**config.mk**
```make
export PLATFORM = sky130hd
export DESIGN_NAME = edge_ptr_div_30s_14ns_seq
export DESIGN_NICKNAME = d
export VERILOG_FILES = /design/src/rtl/edge_ptr_div_pkg.sv /design/src/rtl/edge_ptr_div_step.sv /design/src/rtl/edge_ptr_div_30s_14ns_seq.sv
export SDC_FILE = /design/constraint.sdc
export NUM_CORES = 1
export LEC_CHECK = 0
export ABC_AREA = 1
export CAP_MARGIN = 5
export CORE_MARGIN = 2
export CORE_UTILIZATION = 35
export CTS_CLUSTER_DIAMETER = 60
export DETAILED_ROUTE_END_ITERATION = 10
export HOLD_SLACK_MARGIN = 0.02
export SLEW_MARGIN = 20
export SYNTH_ARGS = -nofsm -noshare
export SYNTH_HDL_FRONTEND = slang
export SYNTH_SLANG_ARGS = --single-unit
```
**constraint.sdc**
```tcl
create_clock -name clk -period 1.8 [get_ports clk]
set_input_delay 0.27 -clock clk [delete_from_list [all_inputs] [get_ports clk]]
set_output_delay 0.27 -clock clk [all_outputs]
set_load 0.1 [all_outputs]
```
**src/rtl/edge_ptr_div_pkg.sv**
```systemverilog
// Shared widths, FSM encoding and iteration count for the edge-pointer divider.
package edge_ptr_div_pkg;

    localparam int PKG_DIVIDEND_W = 30;
    localparam int PKG_DIVISOR_W  = 14;
    localparam int PKG_REM_W      = PKG_DIVISOR_W + 1;

    localparam int CNT_W = 5;
    localparam logic [CNT_W-1:0] CNT_LAST = 5'd29;

    typedef enum logic [1:0] {
        IDLE = 2'd0,
        BUSY = 2'd1,
        FIX  = 2'd2,
        DONE = 2'd3
    } state_t;

endpackage

```
**src/rtl/edge_ptr_div_step.sv**
```systemverilog
// One restoring shift-subtract step: shift the next dividend bit into the
// partial remainder and subtract the divisor when it fits.
module edge_ptr_div_step
    import edge_ptr_div_pkg::*;
#(
    parameter int DIVISOR_W = PKG_DIVISOR_W,
    parameter int REM_W     = PKG_REM_W
) (
    input  logic [REM_W-1:0]     i_pr,
    input  logic                 i_bit,
    input  logic [DIVISOR_W-1:0] i_divisor,
    output logic [REM_W-1:0]     o_pr,
    output logic                 o_qbit
);

    logic [REM_W:0] w_shift;
    logic [REM_W:0] w_div_ext;

    assign w_shift   = {i_pr, i_bit};
    assign w_div_ext = {{(REM_W + 1 - DIVISOR_W){1'b0}}, i_divisor};

    // Compare the shifted remainder against the divisor and restore on miss.
    always_comb begin
        o_qbit = (w_shift >= w_div_ext);
        o_pr   = REM_W'(w_shift);
        if (o_qbit) begin
            o_pr = REM_W'(w_shift - w_div_ext);
        end
    end

endmodule

```
**src/rtl/edge_ptr_div_30s_14ns_seq.sv**
```systemverilog
// Sequential signed-by-unsigned divider recovering index and intra-stride
// position from a flat edge-pointer offset. Magnitude division runs MSB first
// over 30 cycles, then the dividend sign is applied to both results.
module edge_ptr_div_30s_14ns_seq
    import edge_ptr_div_pkg::*;
#(
    parameter int DIVIDEND_W = PKG_DIVIDEND_W,
    parameter int DIVISOR_W  = PKG_DIVISOR_W,
    parameter int REM_W      = PKG_REM_W
) (
    input  logic                  clk,
    input  logic                  reset,
    input  logic                  ce,
    input  logic                  in_valid,
    output logic                  in_ready,
    input  logic [DIVIDEND_W-1:0] dividend,
    input  logic [DIVISOR_W-1:0]  divisor,
    output logic                  out_valid,
    input  logic                  out_ready,
    output logic [DIVIDEND_W-1:0] quotient,
    output logic [REM_W-1:0]      remainder,
    output logic                  div_by_zero
);

    state_t                r_state;
    logic [DIVIDEND_W-1:0] r_dq;
    logic [REM_W-1:0]      r_pr;
    logic [DIVISOR_W-1:0]  r_div;
    logic                  r_sign;
    logic                  r_dbz;
    logic [CNT_W-1:0]      r_cnt;
    logic                  r_in_ready;
    logic                  r_out_valid;
    logic [DIVIDEND_W-1:0] r_quot;
    logic [REM_W-1:0]      r_rem;
    logic                  r_dbz_out;

    logic [DIVIDEND_W-1:0] w_abs;
    logic [REM_W-1:0]      w_pr_next;
    logic                  w_qbit;

    assign w_abs = dividend[DIVIDEND_W-1] ? -dividend : dividend;

    edge_ptr_div_step #(
        .DIVISOR_W (DIVISOR_W),
        .REM_W     (REM_W)
    ) u_step (
        .i_pr      (r_pr),
        .i_bit     (r_dq[DIVIDEND_W-1]),
        .i_divisor (r_div),
        .o_pr      (w_pr_next),
        .o_qbit    (w_qbit)
    );

    // Control FSM with datapath registers and registered handshake outputs;
    // nothing moves while ce is low.
    always_ff @(posedge clk) begin
        if (reset) begin
            r_state     <= IDLE;
            r_dq        <= '0;
            r_pr        <= '0;
            r_div       <= '0;
            r_sign      <= 1'b0;
            r_dbz       <= 1'b0;
            r_cnt       <= '0;
            r_in_ready  <= 1'b0;
            r_out_valid <= 1'b0;
            r_quot      <= '0;
            r_rem       <= '0;
            r_dbz_out   <= 1'b0;
        end else if (ce) begin
            case (r_state)
                IDLE: begin
                    r_in_ready <= 1'b1;
                    if (in_valid && r_in_ready) begin
                        r_dq       <= w_abs;
                        r_div      <= divisor;
                        r_sign     <= dividend[DIVIDEND_W-1];
                        r_pr       <= '0;
                        r_cnt      <= '0;
                        r_in_ready <= 1'b0;
                        if (divisor == '0) begin
                            r_dbz   <= 1'b1;
                            r_state <= FIX;
                        end else begin
                            r_dbz   <= 1'b0;
                            r_state <= BUSY;
                        end
                    end
                end
                BUSY: begin
                    r_dq  <= {r_dq[DIVIDEND_W-2:0], w_qbit};
                    r_pr  <= w_pr_next;
                    r_cnt <= r_cnt + CNT_W'(1);
                    if (r_cnt == CNT_LAST) begin
                        r_state <= FIX;
                    end
                end
                FIX: begin
                    if (r_dbz) begin
                        r_quot    <= '0;
                        r_rem     <= '0;
                        r_dbz_out <= 1'b1;
                    end else begin
                        r_quot    <= r_sign ? -r_dq : r_dq;
                        r_rem     <= r_sign ? -r_pr : r_pr;
                        r_dbz_out <= 1'b0;
                    end
                    r_out_valid <= 1'b1;
                    r_state     <= DONE;
                end
                DONE: begin
                    if (out_ready) begin
                        r_out_valid <= 1'b0;
                        r_in_ready  <= 1'b1;
                        r_state     <= IDLE;
                    end
                end
                default: begin
                    r_state <= IDLE;
                end
            endcase
        end
    end

    assign in_ready    = r_in_ready;
    assign out_valid   = r_out_valid;
    assign quotient    = r_quot;
    assign remainder   = r_rem;
    assign div_by_zero = r_dbz_out;

endmodule
```
After elaboration in Yosys (flattened, before gate mapping)
Cells that the tools add are included.
{"block": "totals", "wordCells": 61, "out_inout_bits": 48, "inputBits": 49, "reg_bits": 116}
{"block": "classes", "n_addsub": 5, "n_lt_le_gt_ge": 1, "muxes": 24, "eq_ne": 7, "reduce_logical": 12}
{"cell": "30-bit two-way mux", "count": 4}
{"cell": "15-bit two-way mux", "count": 4}
{"cell": "30-bit negator", "count": 2}
{"cell": "30-bit case mux with 2 select lines", "count": 1}
{"cell": "15-bit case mux with 2 select lines", "count": 1}
{"cell": "16-bit by 14-bit greater-or-equal comparator with 1-bit output", "count": 1}
{"cell": "15-bit negator", "count": 1}
{"cell": "15-bit by 14-bit subtractor with 15-bit output", "count": 1}
{"cell": "14-bit logical NOT", "count": 1}
{"cell": "3-bit AND reduction", "count": 4}
{"cell": "5-bit case mux with 2 select lines", "count": 1}
{"cell": "2-bit two-way mux", "count": 4}
{"cell": "2-bit case mux with 4 select lines", "count": 1}
{"cell": "2-bit inequality test (second input constant)", "count": 3}
{"cell": "2-bit nonzero test", "count": 3}
{"cell": "5-bit by 1-bit adder with 5-bit output (second input constant)", "count": 1}
{"cell": "5-bit == test (second input constant)", "count": 1}
{"cell": "1-bit two-way mux", "count": 5}
{"cell": "5-bit two-way mux", "count": 1}
{"cell": "2-bit == test (second input constant)", "count": 2}
{"cell": "1-bit case mux with 2 select lines", "count": 2}
{"cell": "4-bit AND reduction", "count": 1}
{"cell": "2-bit by 1-bit == test with 1-bit output (second input constant)", "count": 1}
{"cell": "2-bit logical NOT", "count": 1}
{"cell": "other kinds (2)", "count": 2}

Depth between registers and ports, before layout
{"block": "depth", "depth_word": 4, "mapped_depth": 13, "ltp_nobuf": 13}

Cells and area by module
Synthesis repeated with hierarchy kept, for this count alone.
{"block": "hier_totals", "cells_unflattened": 1257, "area_unflattened_um2": 7778.7}
{"mod": "edge_ptr_div_30s_14ns_seq", "instances": 1, "area_per_inst_um2": 6582.6, "cells_each": 1015, "seq_area_each_um2": 2322.2}
{"mod": "edge_ptr_div_step", "instances": 1, "area_per_inst_um2": 1196.1, "cells_each": 242, "seq_area_each_um2": 0.0}

Worst setup path after synthesis
OpenSTA, ideal clock, no wires.
{"block": "synth_timing", "path_type": "reg2reg", "startpoint": "register r_in_ready (netlist: in_ready)", "endpoint": "register r_cnt[2]", "period_less_slack_ps": 2269, "path_buffers": 1, "required_ps": 1734, "setup_time_ps": 66, "slack_ps": -469, "arrival_ps": 2203, "path_stages_with_launch": 11, "path_cell_list": "dfxtp_1 > nand2_1 > nand2_2 > nand3_4 > inv_2 > nor2_4 > inv_2 > buf_6 > nand2_2 > or2_1 > a21oi_2"}
{"block": "synth_via", "elab_chain_len": 3}
{"item": "start: declaration", "line_no": "edge_ptr_div_30s_14ns_seq.sv:32", "text": "logic r_in_ready;"}
{"item": "start signal: assignment", "line_no": "edge_ptr_div_30s_14ns_seq.sv:66", "text": "r_in_ready <= 1'b0;"}
{"item": "start signal: assignment", "line_no": "edge_ptr_div_30s_14ns_seq.sv:74", "text": "r_in_ready <= 1'b1;"}
{"item": "start signal: assignment", "line_no": "edge_ptr_div_30s_14ns_seq.sv:81", "text": "r_in_ready <= 1'b0;"}
{"item": "1-bit logical AND", "line_no": "edge_ptr_div_30s_14ns_seq.sv:75", "text": "if (in_valid && r_in_ready) begin"}
{"item": "2-bit inequality test (no line)"}
{"item": "3-bit AND reduction (no line)"}
{"item": "end signal: assignment", "line_no": "edge_ptr_div_30s_14ns_seq.sv:94", "text": "r_cnt <= r_cnt + CNT_W'(1);"}
{"item": "end: declaration", "line_no": "edge_ptr_div_30s_14ns_seq.sv:31", "text": "logic [CNT_W-1:0] r_cnt;"}
No other way between the ends.
A chain may end at the register's enable or synchronous reset.

Worst setup path after layout
{"block": "layout_timing", "startpoint": "register r_dq[29]", "endpoint": "register r_pr[2]"}
{"block": "layout_via", "elab_chain_len": 3, "elab_cells_between_ends": 4, "cone_classes": "add/sub (1); order compare (1); mux (2)"}
{"item": "start: declaration", "line_no": "edge_ptr_div_30s_14ns_seq.sv:26", "text": "logic [DIVIDEND_W-1:0] r_dq;"}
{"item": "start signal: assignment", "line_no": "edge_ptr_div_30s_14ns_seq.sv:76", "text": "r_dq <= w_abs;"}
{"item": "start signal: assignment", "line_no": "edge_ptr_div_30s_14ns_seq.sv:92", "text": "r_dq <= {r_dq[DIVIDEND_W-2:0], w_qbit};"}
{"item": "15-bit by 14-bit subtractor with 15-bit output or 16-bit by 14-bit greater-or-equal comparator with 1-bit output (tied branches)", "line_no": "edge_ptr_div_step.sv:27, edge_ptr_div_step.sv:24"}
{"item": "15-bit two-way mux *", "line_no": "edge_ptr_div_step.sv:26", "text": "if (o_qbit) begin"}
{"item": "15-bit case mux with 2 select lines *", "line_no": "edge_ptr_div_30s_14ns_seq.sv:72", "text": "case (r_state)"}
{"item": "end signal: assignment", "line_no": "edge_ptr_div_30s_14ns_seq.sv:93", "text": "r_pr <= w_pr_next;"}
{"item": "end: declaration", "line_no": "edge_ptr_div_30s_14ns_seq.sv:27", "text": "logic [REM_W-1:0] r_pr;"}
Every way passes the cells marked *; elsewhere a longest branch is shown, timed or not.

==> run_results.csv <==
group,metric,value,unit
grt,grt_util_all_layers,21.9,%
power,ir_drop,461,uV
route,vias,8659,
power,seqPwrFrac,32.1,%
route,wl_per_cell,14.3,um
route,postRouteWirelength,24700,um
timing,tightestPinTransition,0.545,ns
synthesis,synth_cells,1221,
timing,hold_viol_final,0,
placement,routabilityCongestion,0.935,
worst_setup_path,crit_arrival,2.21,ns
worst_setup_path,crit_top_cell,"nand3_2",
clock_network,cts_max_level,4,
route,first_pass_iters,7,
synthesis,netlist_area,0.00753,mm2
synthesis,async_reset_ff_share,0,%
route,antenna_left,0,
clock_network,root_buffer,"clkbuf_16",
synthesis,yosysWarnings,0,
outcome,violations,"setup timing",
route,drc_errors,0,
grt,overflow,0,
cells_and_area,layout_commonest_cell,"nand2_1",
grt,antenna_found_initial,0,
power,p_int,0.00587,W
worst_setup_path,critPathMaxStageDelay,0.36,ns
power,clockPowerShare,44.6,%
power,p_total,0.00825,W
placement,dp.final_hpwl,18900,um
min_path,hp-class,"in2reg",
clock_network,tritoncts,"built",
flow_run,cap_violations,0,
synthesis,syn_area_per_cell,6.17,um2
outcome,status,"finished with violations",
die,std_cell_rows,53,
timing,slew_headroom,63.6,%
grt,grt_pass1_vias,7932,
clock_network,cts_made_buffers,17,
worst_setup_path,crit_path_start_kind,"flop",
power,p_switching,0.00238,W
clock_network,clk_latency,0.42,ns
worst_setup_path,cp-end-kind,"flop",
worst_setup_path,crit_buf_inv,2,
synthesis,synth.net_count,1295,
power,sw_frac_of_total,28.8,%
worst_setup_path,path_class,"reg2reg",
worst_setup_path,path_max_fanout,5,
synthesis,synth_cell_types,44,
clock_network,clk_path_buf_depth,2,
synthesis,ys_seq_area_share,30.8,%
power,p_comb_share,23.2,%
die,die_w,151,um
synthesis,ys.flop_type,"dfxtp_1",
synthesis,synth_edf_count,0,
die,dieArea,0.0227,mm2
grt,grt_max_degree,42,
synthesis,ys_seq_elements,116,
die,core_region_area,0.0211,mm2
worst_setup_path,path_delay_family,"adder cells",
timing,rsz0062_at_grt,"yes",
cells_and_area,antennaDiodeCount,0,
cells_and_area,syn2layout_area_growth,44.5,%
worst_setup_path,crit_required,2.09,ns
die,chipHeight,151,um
cells_and_area,fin_nets,1513,
route,drt_iter0_drc,607,
timing,finalCritPeriodShare,107,%
die,io_pins,97,
cells_and_area,fin_util,51.6,%
clock_network,clk_pin_slew,0.06,ns
timing,timing.final.ws_setup,-0.118,ns
placement,place.port_buffers,96,
route,vias_per_cell,5.01,
worst_setup_path,critPathSlowestCell,"fa_2",
cells_and_area,layout-drive-gt1-share,23.8,%
timing,min_period,1.92,ns
worst_setup_path,crit_chain,"inv_2 > ha_4 > fa_2 > o21ai_2 > nand2_1 > nand3_2 > nand2_2 > nand2_4 > buf_12 > o21ai_4 > nand3_2 > a21oi_2",
power,leakage,4.95,nW
clock_network,cts.sinks,116,
cells_and_area,final_cell_mix,"nand2_1, buf_4, inv_1, nor2_1, dfxtp_1",
die,start_util,35.7,%
timing,slew_viol_final,0,
clock_network,cts.hold.buffers_added,0,
grt,grt_pass1_wl,39600,um
timing,clock.fmax,0.521,GHz
timing,skew,0.00465,ns
timing,setup_viol,15,
power,power.density,758,mW/mm2
-- power groups by stage --
stage	Clock [W]	Combinational, W	Sequential [W]
floorplan	0	0.000953	0.00271
global placement	0	0.00155	0.00270
detailed placement	0	0.00156	0.00270
CTS	0.00373	0.00179	0.00265
global route	0.00385	0.00213	0.00266
finish	0.00368	0.00192	0.00265
-- kinds of logic (layout without fill, tap and decap cells) --
logic type | count (synthesis) | count (layout) | share of synthesized area (%)
simple gates | 626 | 626 | 35.2
xor+xnor | 11 | 11 | 1.28
fa+ha+maj | 25 | 25 | 4.25
buf+inv | 196 | 427 | 10.3
compound gates | 247 | 247 | 18.1
flops | 116 | 116 | 30.8
-- flip-flops by register name, summed over array words and instances, names as in the netlist --
signal and count:
out_valid 1, r_dq 30, div_by_zero 1, r_div 14, in_ready 1, r_pr 15
r_dbz 1, r_state 2, r_cnt 5, remainder 15, r_sign 1, quotient 30
-- metrics by stage --
| stage | hold slack (ns) | std cells | setup TNS, ns | instance area, um2 | worst slack (ns) |
|---|---|---|---|---|---|
| floorplan | 0.405 | 1221 | 0 | 7550 | 0.000586 |
| detailed placement | 0.456 | 1683 | -5.26 | 9660 | -0.206 |
| global placement | 0.455 | 1683 | -3.85 | 9660 | -0.198 |
| CTS | 0.363 | 1718 | -1.36 | 10500 | -0.102 |
| finish | 0.372 | 1727 | -1.22 | 10900 | -0.118 |
| global route | 0.367 | 1727 | -2.84 | 10900 | -0.204 |
-- repair_timing --
item,in CTS,in global routing
cloned,1,1
endpoints found under the setup margin,20,69
pin swaps,16,25
setup buffers,2,8
resized for setup,42,79
-- synthesized netlist by cell type (6+ instances only) --
| cell | number | area [um2] |
|---|---|---|
| nand4_1 | 18 | 113 |
| o22ai_1 | 17 | 106 |
| clkbuf_1 | 30 | 113 |
| o21ai_0 | 67 | 335 |
| or2_2 | 6 | 37.5 |
| inv_1 | 143 | 537 |
| buf_1 | 6 | 22.5 |
| nand3_1 | 126 | 631 |
| a21oi_1 | 109 | 546 |
| a21boi_0 | 10 | 75.1 |
| xnor2_1 | 6 | 52.6 |
| buf_2 | 9 | 45.0 |
| a31oi_1 | 21 | 131 |
| ha_1 | 24 | 300 |
| nand2_1 | 327 | 1230 |
| dfxtp_1 | 116 | 2320 |
| nor2_1 | 127 | 477 |
-- layer usage --
| metal | part of all wire, % | wire length (um) | global-route usage, % | vias to the layer above |
|---|---|---|---|---|
| li1 | - | - | - | 4456 |
| met1 | 49 | 12200 | 31.6 | 3949 |
| met2 | 44 | 10700 | 33.5 | 218 |
| met3 | 5.1 | 1270 | 3.42 | 36 |
| met4 | 2.0 | 495 | 6.73 | 0 |
| met5 | 0 | 0 | 0 | - |
-- worst paths after layout --
kind	from	end	slack (ns)	depth (start not counted)
hold / removal	reset	remainder[13]	0.37	3
hold reg to reg	remainder[3]	remainder[3]	0.46	2
setup / recovery	r_dq[29]	r_pr[2]	-0.12	12
setup reg to reg	r_dq[29]	r_pr[2]	-0.12	12
-- cell type report --
class	count	area, um2
Sequential cell	116	2330
Multi-Input combinational cell	909	4880
Clock inverter	12	176
Tap cell	275	344
Clock buffer	20	467
Timing Repair Buffer	248	2130
Fill cell	2133	10200
Inverter	147	559
-- worst register-to-register path, delay by kind of cell (launching register included) --
family,cells,cell delay (ns)
fa+ha+maj,2,0.51
simple gates,5,0.47
flops,1,0.33
compound gates,3,0.27
buf+inv,2,0.20
(Power assumes the default switching activity.)
